## src/rtl/nfmac10g_sim_pkg.sv

```systemverilog
// rtl/nfmac10g_sim_pkg.sv - shared XGMII/CRC constants and FSM encoding for the nfmac10g sim helpers
//
// Purpose: one place for the XGMII character set, the Ethernet CRC-32
// parameters and the frame-generator state encoding, so the stimulus
// generator and the RX checker agree on them.
// Ports: none (package).
package nfmac10g_sim_pkg;

  // XGMII characters
  localparam logic [7:0] XGMII_IDLE  = 8'h07;
  localparam logic [7:0] XGMII_START = 8'hFB;
  localparam logic [7:0] XGMII_TERM  = 8'hFD;
  localparam logic [7:0] XGMII_PRE   = 8'h55;
  localparam logic [7:0] XGMII_SFD   = 8'hD5;

  // Whole-word patterns; lane 0 is the least significant byte.
  localparam logic [63:0] XGMII_IDLE_WORD  = {8{XGMII_IDLE}};
  localparam logic [63:0] XGMII_START_WORD = {XGMII_SFD, {6{XGMII_PRE}}, XGMII_START};
  localparam logic [7:0]  XGMII_IDLE_CTRL  = 8'hFF;
  localparam logic [7:0]  XGMII_START_CTRL = 8'h01;

  // Ethernet CRC-32 (normal-form polynomial; the bytewise engine reflects it)
  localparam logic [31:0] CRC_POLY    = 32'h04C11DB7;
  localparam logic [31:0] CRC_INIT    = 32'hFFFFFFFF;
  localparam logic [31:0] CRC_RESIDUE = 32'hC704DD7B;

  // Frame generator states
  localparam logic [2:0] ST_GAP   = 3'd0;
  localparam logic [2:0] ST_START = 3'd1;
  localparam logic [2:0] ST_DATA  = 3'd2;
  localparam logic [2:0] ST_TERM  = 3'd3;
  localparam logic [2:0] ST_DONE  = 3'd4;

  // Bit reversal, used to turn the normal-form polynomial into the
  // LSB-first form that the shift-right CRC engine needs.
  function automatic logic [31:0] reflect32(input logic [31:0] v);
    logic [31:0] r;
    r = '0;
    for (int i = 0; i < 32; i++) begin
      r[i] = v[31-i];
    end
    return r;
  endfunction

endpackage

```

## src/rtl/crc32_d64.sv

```systemverilog
// rtl/crc32_d64.sv - combinational Ethernet CRC-32 update over up to 8 bytes
//
// Purpose: advance a running (un-inverted) CRC-32 register by the valid
// bytes of one 64-bit XGMII word, lane 0 first. Shared by the generator
// and the RX checker.
// Ports:
//   data    in  64  byte lanes, lane 0 = [7:0]
//   valid   in  8   per-lane byte valid (contiguous from lane 0 in use)
//   crc_in  in  32  CRC register before this word
//   crc_out out 32  CRC register after this word
module crc32_d64
  import nfmac10g_sim_pkg::*;
(
  input  logic [63:0] data,
  input  logic [7:0]  valid,
  input  logic [31:0] crc_in,
  output logic [31:0] crc_out
);

  localparam logic [31:0] POLY_REFL = reflect32(CRC_POLY);

  logic [31:0] acc;

  always_comb begin
    acc = crc_in;
    for (int lane = 0; lane < 8; lane++) begin
      if (valid[lane]) begin
        acc = acc ^ {24'h000000, data[8*lane +: 8]};
        for (int b = 0; b < 8; b++) begin
          acc = acc[0] ? ((acc >> 1) ^ POLY_REFL) : (acc >> 1);
        end
      end
    end
    crc_out = acc;
  end

endmodule

```

## src/rtl/xgmii_rx_stim.sv

```systemverilog
// rtl/xgmii_rx_stim.sv - synthesisable XGMII receive-side frame generator
//
// Purpose: drives the MAC receive XGMII pins with a deterministic stream of
// Ethernet frames (preamble/SFD, counting payload, FCS optionally corrupted,
// terminate) separated by an idle gap, and keeps running totals for the
// RX-side checker.
// Ports:
//   clk          in  1   rising-edge clock
//   aresetn      in  1   asynchronous active-low reset
//   enable       in  1   permits starting new frames
//   xgmii_rxd    out 64  XGMII data, lane 0 = [7:0], first on the wire
//   xgmii_rxc    out 8   XGMII control, one bit per lane
//   frames_sent  out 64  frames whose terminate word has been emitted
//   bad_frames   out 64  of those, frames sent with a corrupted FCS
//   done         out 1   sticky, set with the terminate of the last frame
module xgmii_rx_stim
  import nfmac10g_sim_pkg::*;
#(
  parameter int NUM_FRAMES = 1000,
  parameter int MIN_LEN    = 60,
  parameter int MAX_LEN    = 1514,
  parameter int IFG_BYTES  = 12,
  parameter int BAD_EVERY  = 0
) (
  input  logic        clk,
  input  logic        aresetn,
  input  logic        enable,
  output logic [63:0] xgmii_rxd,
  output logic [7:0]  xgmii_rxc,
  output logic [63:0] frames_sent,
  output logic [63:0] bad_frames,
  output logic        done
);

  localparam logic [15:0] MIN_L = 16'(MIN_LEN);
  localparam logic [15:0] MAX_L = 16'(MAX_LEN);
  localparam logic [15:0] IFG_L = 16'(IFG_BYTES);
  localparam logic [31:0] BAD_N = 32'(BAD_EVERY);
  localparam logic [63:0] NUM_F = 64'(NUM_FRAMES);

  // Frame state
  logic [2:0]  state;
  logic [15:0] word_idx;    // index of the next post-start word to emit
  logic [15:0] frame_len;   // payload bytes of the current frame
  logic [7:0]  frame_lo;    // frame number mod 256, the payload seed
  logic [31:0] bad_phase;   // (frame number + 1) folded into 1..BAD_EVERY
  logic [31:0] crc_q;       // CRC over payload words already emitted
  logic [15:0] gap_cnt;     // idle lanes seen since the last terminate

  // Word builder
  logic [15:0] base_idx;
  logic [15:0] term_idx;
  logic [15:0] lane_idx [8];
  logic [63:0] pay_data;
  logic [7:0]  pay_valid;
  logic [31:0] crc_next;
  logic [31:0] fcs;
  logic        bad_frame;
  logic        last_word;
  logic [63:0] data_d;
  logic [7:0]  ctrl_d;
  logic [15:0] idle_after;

  function automatic logic [7:0] fcs_lane(input logic [31:0] f, input logic [1:0] sel);
    logic [7:0] r;
    case (sel)
      2'd0:    r = f[7:0];
      2'd1:    r = f[15:8];
      2'd2:    r = f[23:16];
      default: r = f[31:24];
    endcase
    return r;
  endfunction

  // Byte stream after the start word: payload [0, L), FCS [L, L+4),
  // terminate at L+4, idle fill after that.
  assign base_idx = word_idx << 3;
  assign term_idx = frame_len + 16'd4;

  always_comb begin
    for (int lane = 0; lane < 8; lane++) begin
      lane_idx[lane] = base_idx + 16'(lane);
    end
  end

  always_comb begin
    pay_data  = '0;
    pay_valid = '0;
    for (int lane = 0; lane < 8; lane++) begin
      if (lane_idx[lane] < frame_len) begin
        pay_valid[lane]         = 1'b1;
        pay_data[8*lane +: 8]   = frame_lo + lane_idx[lane][7:0];
      end
    end
  end

  // crc_next covers every payload byte up to and including this word, so it
  // is already final in whichever word(s) carry the FCS bytes.
  crc32_d64 u_crc (
    .data    (pay_data),
    .valid   (pay_valid),
    .crc_in  (crc_q),
    .crc_out (crc_next)
  );

  assign fcs       = crc_next ^ 32'hFFFFFFFF;
  assign bad_frame = (BAD_N != 32'd0) && (bad_phase == BAD_N);
  assign last_word = (term_idx <= base_idx + 16'd7);
  // Idle lanes left in the terminate word (lanes above the FD).
  assign idle_after = 16'(3'd7 - term_idx[2:0]);

  always_comb begin
    data_d = '0;
    ctrl_d = '0;
    for (int lane = 0; lane < 8; lane++) begin
      if (lane_idx[lane] < frame_len) begin
        data_d[8*lane +: 8] = pay_data[8*lane +: 8];
      end else if (lane_idx[lane] < term_idx) begin
        data_d[8*lane +: 8] = fcs_lane(fcs, lane_idx[lane][1:0] - frame_len[1:0]);
        if ((lane_idx[lane] == frame_len) && bad_frame) begin
          data_d[8*lane +: 8] = ~data_d[8*lane +: 8];
        end
      end else if (lane_idx[lane] == term_idx) begin
        data_d[8*lane +: 8] = XGMII_TERM;
        ctrl_d[lane]        = 1'b1;
      end else begin
        data_d[8*lane +: 8] = XGMII_IDLE;
        ctrl_d[lane]        = 1'b1;
      end
    end
  end

  always_ff @(posedge clk or negedge aresetn) begin
    if (!aresetn) begin
      state       <= ST_GAP;
      word_idx    <= '0;
      frame_len   <= MIN_L;
      frame_lo    <= '0;
      bad_phase   <= 32'd1;
      crc_q       <= CRC_INIT;
      gap_cnt     <= IFG_L;
      xgmii_rxd   <= XGMII_IDLE_WORD;
      xgmii_rxc   <= XGMII_IDLE_CTRL;
      frames_sent <= '0;
      bad_frames  <= '0;
      done        <= 1'b0;
    end else begin
      xgmii_rxd <= XGMII_IDLE_WORD;
      xgmii_rxc <= XGMII_IDLE_CTRL;
      case (state)
        ST_GAP: begin
          if ((gap_cnt >= IFG_L) && enable && !done) begin
            xgmii_rxd <= XGMII_START_WORD;
            xgmii_rxc <= XGMII_START_CTRL;
            word_idx  <= '0;
            crc_q     <= CRC_INIT;
            state     <= ST_START;
          end else if (gap_cnt < IFG_L) begin
            gap_cnt <= gap_cnt + 16'd8;
          end
        end

        ST_START, ST_DATA: begin
          xgmii_rxd <= data_d;
          xgmii_rxc <= ctrl_d;
          crc_q     <= crc_next;
          word_idx  <= word_idx + 16'd1;
          if (last_word) begin
            state       <= ST_TERM;
            gap_cnt     <= idle_after;
            frames_sent <= frames_sent + 64'd1;
            if (bad_frame) begin
              bad_frames <= bad_frames + 64'd1;
            end
            if (frames_sent + 64'd1 == NUM_F) begin
              done <= 1'b1;
            end
            frame_len <= (frame_len >= MAX_L) ? MIN_L : frame_len + 16'd1;
            frame_lo  <= frame_lo + 8'd1;
            bad_phase <= (bad_phase >= BAD_N) ? 32'd1 : bad_phase + 32'd1;
          end else begin
            state <= ST_DATA;
          end
        end

        ST_TERM: begin
          if (gap_cnt < IFG_L) begin
            gap_cnt <= gap_cnt + 16'd8;
          end
          state <= done ? ST_DONE : ST_GAP;
        end

        ST_DONE: begin
          state <= ST_DONE;
        end

        default: begin
          state <= ST_GAP;
        end
      endcase
    end
  end

endmodule

```

## config.mk

```make
export PLATFORM = sky130hd
export DESIGN_NAME = xgmii_rx_stim
export DESIGN_NICKNAME = d
export VERILOG_FILES = /design/src/rtl/nfmac10g_sim_pkg.sv /design/src/rtl/crc32_d64.sv /design/src/rtl/xgmii_rx_stim.sv
export SDC_FILE = /design/constraint.sdc
export NUM_CORES = 1
export LEC_CHECK = 0
export CORE_MARGIN = 5
export CORE_UTILIZATION = 54
export CTS_CLUSTER_DIAMETER = 80
export DETAILED_ROUTE_END_ITERATION = 7
export PLACE_DENSITY = 0.75
export SLEW_MARGIN = 40
export SYNTH_ARGS = -nofsm -noshare
export SYNTH_HDL_FRONTEND = slang
export SYNTH_SLANG_ARGS = --single-unit
```

## constraint.sdc

```tcl
create_clock -name clk -period 21 [get_ports clk]
set_clock_uncertainty 0.15 [all_clocks]
set_input_delay 3.15 -clock clk [delete_from_list [all_inputs] [get_ports clk]]
set_output_delay 3.15 -clock clk [all_outputs]
set_load 0.05 [all_outputs]
```

==> metrics.txt, run 1 <==
synth warn 0; commonest non-fill, non-tap cell in the layout xnor2_1; Most Frequent Cell on Critical Path xor3_1; die area 52,810 sq um; Slew @ Worst Pin 0.9724 ns; clk slew on worst S/H paths 0.06 ns; maximum clock frequency 71.24 MHz; Ports 204; clock tree sinks 223; Final Setup Violations 0; DRC 0; MaxCap Viol Count 0; synth-to-layout area growth 10.04%; CTS Hold Bufs 0; Worst setup EP type flop; Tcrit/Tclk final 0.6685; Synth async-reset ratio 1.000; vias in the first global route 23,335; total track usage 0.3714; post-route ant nets 0; syn avg cell area 8.447 sq um; drt first-iter violations 3,428; layout cell share with drive strength beyond 1 0.1014; worst skew pair latency 0.58 ns; final-stage net count 3,173; Die Span Y 229.8 um; unrepaired setup endpoints after global routing false; mapped cell area 26,090 sq um; Fin Hold WS 0.3350 ns; WL final 102,200 um; status completed; WP buf/inv 2; Final Max Tran Viols 0; Routed WL per cell 27.24 um; Starting Density 0.5465; DP HPWL 78,940 um; CP max FO 53; first-pass GRT wire length 151,900 um; Gates resized, CTS repair 0; number of synthesized flops with an enable pin 0; TritonCTS buffer count 26; Post-CTS Setup Inserts 0; TritonCTS clock tree yes; register area share after synthesis 0.2172; GRT overflow 0; final critical-path required period 14.04 ns; Slowest Stage Delay on Critical Path 0.77 ns; die width 229.8 um; Yosys cell types 115; Synth Register Bits 223; Worst Hold Class reg -> reg; Top delay family on crit path XOR/XNOR gates; drt first pass iters 8; initial antenna violation count 0; final hold viol count 0; gpl congestion 1.037; Row Count 80; commonest non-fill, non-tap cells in the layout 397 x xnor2_1, 292 x nand2_1, 268 x nor2_1, 189 x a21oi_1, 169 x xor2_1; H-tree levels 1; crit start category flop; clock root buffer clkbuf_16; Critical Path RT 21.32 ns; synthesized instance count 3,089; Sum Neg Setup Slack 0 ns; core area 47,750 sq um; Setup Crit Path Kind reg -> reg; CTS Buffer Depth 3; Buffers on Ports 139; Slew HR 0.3495; via count 24,550; Top FF cell, synth dfrtp_1; DR vias/cell 6.543; CP max stage cell dfrtp_1; Data arrival, critical path 14.35 ns; largest net degree at the start of global routing 100
## worst reg2reg max path, delay by kind of cell, from the launching register on
| kind | cells | cell delay (ns) |
|---|---|---|
| xor+xnor | 13 | 5.41 |
| buf+inv | 2 | 0.66 |
| fa+ha+maj | 1 | 0.29 |
| compound gates | 10 | 3.36 |
| simple gates | 5 | 1.28 |
| flops | 1 | 0.77 |
| mux | 5 | 2.01 |
## stage by stage
| stage | utilization | cell area [sq um] | setup slack (ns) | cells |
|---|---|---|---|---|
| 6_report | 0.6013 | 28710 | 6.962 | 3752 |
| 5_1_grt | 0.6012 | 28710 | 6.545 | 3750 |
| 3_5_place_dp | 0.5817 | 27770 | 7.390 | 3701 |
| 3_3_place_gp | 0.5799 | 27690 | 7.255 | 3699 |
| 4_1_cts | 0.6001 | 28650 | 7.298 | 3749 |
| 2_1_floorplan | - | 26330 | 10.01 | 3152 |
## cell usage after synthesis, types with 17 or more instances
master	n	area, sq um
o21a_1	24	180.2
ha_1	52	650.6
a21o_1	23	172.7
mux2i_1	93	930.9
buf_2	17	85.08
nand2_1	293	1100
xnor2_1	400	3503
and3_1	44	275.3
nor2_1	274	1028
buf_1	24	90.09
nor4_1	22	137.6
buf_4	69	518.0
o21ai_1	58	290.3
nor3_1	65	325.3
inv_1	52	195.2
a21oi_1	192	960.9
o21ai_0	147	735.7
xor2_1	169	1480
a31oi_1	44	275.3
o211ai_1	28	210.2
xnor3_1	74	1667
clkbuf_1	139	521.8
nand3_1	113	565.5
and2_1	29	181.4
or3_1	21	131.4
dfrtp_1	153	3829
a221oi_1	28	245.2
nand4_1	41	256.5
dfstp_2	70	1839
## worst paths after layout
check | start | cells after the start | slack [ns] | endpoint
setup / recovery | frame_len[1] | 36 | 6.96 | xgmii_rxd[15]
setup reg to reg | frame_len[1] | 36 | 6.96 | xgmii_rxd[15]
hold / removal | gap_cnt[2] | 2 | 0.33 | gap_cnt[2]
max in group asynchronous | aresetn | 2 | 17.42 | word_idx[10]
min in group asynchronous | aresetn | 1 | 2.30 | frames_sent[18]
hold reg to reg | gap_cnt[2] | 2 | 0.33 | gap_cnt[2]
## flip-flops by register name, indices dropped and copies added (netlist names)
| name | count |
|---|---|
| word_idx | 13 |
| xgmii_rxc | 8 |
| gap_cnt | 14 |
| done | 1 |
| frames_sent | 64 |
| xgmii_rxd | 64 |
| crc_q | 32 |
| frame_lo | 8 |
| state | 3 |
| frame_len | 16 |
## cell families (layout without fill, tap and decap cells)
group | count (synthesis) | count (layout) | share of synthesized area
simple gates | 980 | 980 | 0.1773
other cells | 1 | 66 | 0.0001437
flops | 223 | 223 | 0.2172
compound gates | 714 | 714 | 0.1778
xor+xnor | 700 | 700 | 0.3009
buf+inv | 304 | 287 | 0.05452
fa+ha+maj | 55 | 55 | 0.02724
mux | 112 | 112 | 0.04484
## cell type report
class	instances	area, sq um
diodes	2	5.005
clock buffers	32	703.2
clock inverters	16	175.2
fillers	4152	19030
inverters	54	202.7
multi-input cells	2625	19420
flip-flops and latches	223	5668
well taps	615	769.5
repair buffers	185	1770
## layer usage
| layer | share of wire | GRT usage |
|---|---|---|
| met3 | 0.11 | 0.07550 |
| met2 | 0.42 | 0.5488 |
| met1 | 0.42 | 0.5306 |
| met5 | 0 | 0 |
| met4 | 0.055 | 0.1580 |
Power of run 1 is not shown: default switching activity piles up to over one toggle a cycle in this logic, so the estimate is an artifact.
==> run 2, diff against run 1 <==
==> constraint.sdc (replaced) <==
create_clock -name clk -period 14 [get_ports clk]
set_clock_uncertainty 0.15 [all_clocks]
set_input_delay 2.1 -clock clk [delete_from_list [all_inputs] [get_ports clk]]
set_output_delay 2.1 -clock clk [all_outputs]
set_load 0.05 [all_outputs]
==> run 2 against run 1 <==
Flip-flop and latch count did not move. Die area did not move. Non-clock buffer count rose by 35. Largest cell class unchanged. The run now ends with DRC left. Worst setup slack got worse by 6.5 ns. Via count rose by 1.2%.
==> metrics.txt, run 2 (same netlist as run 1, synthesis figures left out) <==
status complete, but fails checks; violated checks DRC; GRT overflow 0 (unchanged); clock tree sinks 223 (unchanged); Final Max Tran Viols 0 (unchanged); Slowest Stage Delay on Critical Path 0.63 ns (-0.14 ns); Buffers on Ports 139 (unchanged); die width 229.8 um (unchanged); clk slew on worst S/H paths 0.07 ns (about the same); die area 52,810 sq um (unchanged); H-tree levels 1 (unchanged); TritonCTS buffer count 27 (+3.8%); core area 47,750 sq um (unchanged); Hold Crit Start frame_lo[7]; synth-to-layout area growth 11.73%; largest net degree at the start of global routing 96 (-4.0%); Slew HR 0.3067 (-0.04285); post-route ant nets 0 (unchanged); CP max stage cell xnor3_1; Routed WL per cell 27.39 um (+0.56%); R2R Path End xgmii_rxd[31]; WL final 103,800 um (+1.5%); maximum clock frequency 73.67 MHz (+3.4%); worst r2r path cells 37 (+2.8%); commonest non-fill, non-tap cells in the layout 398 x xnor2_1, 292 x nand2_1, 269 x nor2_1, 190 x a21oi_1, 169 x xor2_1; TritonCTS clock tree yes; DP HPWL 79,930 um (+1.2%); Critical Path RT 14.29 ns (-7.03 ns); Top Registers frames_sent (64), xgmii_rxd (64), crc_q (32); Sum Neg Setup Slack 0 ns (unchanged); total track usage 0.3749 (+0.003461); DRC 11 (+11); Tcrit/Tclk final 0.9696 (+0.3012); Row Count 80 (unchanged); MaxCap Viol Count 0 (unchanged); drt first pass iters 8 (unchanged); CP max FO 12 (-77%); Worst Hold Class reg -> reg; CTS Buffer Depth 3 (unchanged); final-stage net count 3,209 (+1.1%); unrepaired setup endpoints after global routing false; Starting Density 0.5465 (unchanged); Worst R2R Setup Slack 0.43 ns (-6.54 ns); layout cell share with drive strength beyond 1 0.1100 (+0.008590); commonest non-fill, non-tap cell in the layout xnor2_1; crit start category flop; Hold Crit Endpoint frame_lo[7]; DR vias/cell 6.562 (+0.28%); final hold viol count 0 (unchanged); Ports 204 (unchanged); Setup Crit Path Kind reg -> reg; final critical-path required period 13.57 ns (-0.4627 ns); Worst Hold Depth 1 (-1); fin util 0.6106 (+0.009251); vias in the first global route 23,297 (-0.16%); Post-CTS Setup Inserts 0 (unchanged); Data arrival, critical path 13.86 ns (-0.49 ns); Die Span Y 229.8 um (unchanged); Slew @ Worst Pin 1.029 ns (+0.05669 ns); worst skew pair latency 0.59 ns (about the same); via count 24,856 (+1.2%); clock root buffer clkbuf_16; Final Setup Violations 0 (unchanged); r2r startpoint word_idx[0]; drt first-iter violations 3,348 (-2.3%); gpl congestion 1.030 (-0.69%); Worst setup EP type flop; initial antenna violation count 2 (+2); first-pass GRT wire length 152,900 um (+0.64%)
==> run 2: worst max-delay path, delay by kind of cell, from the launching register on <==
| family | cells | cell delay (ns) |
|---|---|---|
| AO/OA/AOI/OAI | 8 | 2.21 |
| flip-flops | 1 | 0.56 |
| buffers and inverters | 2 | 0.36 |
| AND/OR/NAND/NOR | 5 | 1.27 |
| adder cells (fa/ha/maj) | 2 | 0.96 |
| XOR/XNOR | 16 | 6.65 |
| multiplexers | 4 | 1.22 |
==> run 2: stage by stage <==
step	area [sq um]	setup slack (ns)	hold WS (ns)	instances
floorplan	26330	3.014	0.3107	3152
global placement	27960	0.5868	0.3248	3736
detailed placement	28010	0.5594	0.3368	3736
CTS	29080	0.5127	0.3442	3786
global route	29150	0.06765	0.3682	3787
finish	29150	0.4251	0.3417	3788
==> run 2: metal layers <==
layer  routed length (um)  share of wire  track usage
met5                    7       0.000067            0
met4                 5248          0.051       0.1459
met1                42530           0.41       0.5266
met3                11940           0.12      0.09104
met2                44040           0.42       0.5600
==> run 2: final cells by class <==
type | instances | area [sq um]
antenna | 1 | 2.502
clock buffer | 31 | 710.7
clock inverter | 19 | 359.1
fill | 4208 | 18590
inverter | 54 | 202.7
multi-input combinational | 2625 | 19400
sequential | 223 | 5668
tap | 615 | 769.5
timing repair buffer | 220 | 2036
==> run 2: repair_timing <==
action                     4_1_cts  5_1_grt
gates resized for setup          0        3
setup endpoints to repair        0        3
hold endpoints to repair         0        0
hold buffers                     0        0
==> run 2: worst max path at each step <==
| stage | start | endpoint | cells past startpoint |
|---|---|---|---|
| 2_1_floorplan | word_idx[0] | xgmii_rxd[53] | 37 |
| 3_3_place_gp | word_idx[0] | xgmii_rxd[23] | 37 |
| 3_5_place_dp | word_idx[0] | xgmii_rxd[23] | 37 |
| 4_1_cts | word_idx[0] | xgmii_rxd[23] | 37 |
| 5_1_grt | word_idx[0] | xgmii_rxd[31] | 36 |
| 6_report | word_idx[0] | xgmii_rxd[31] | 37 |
Power of run 2 is left out for the same reason.
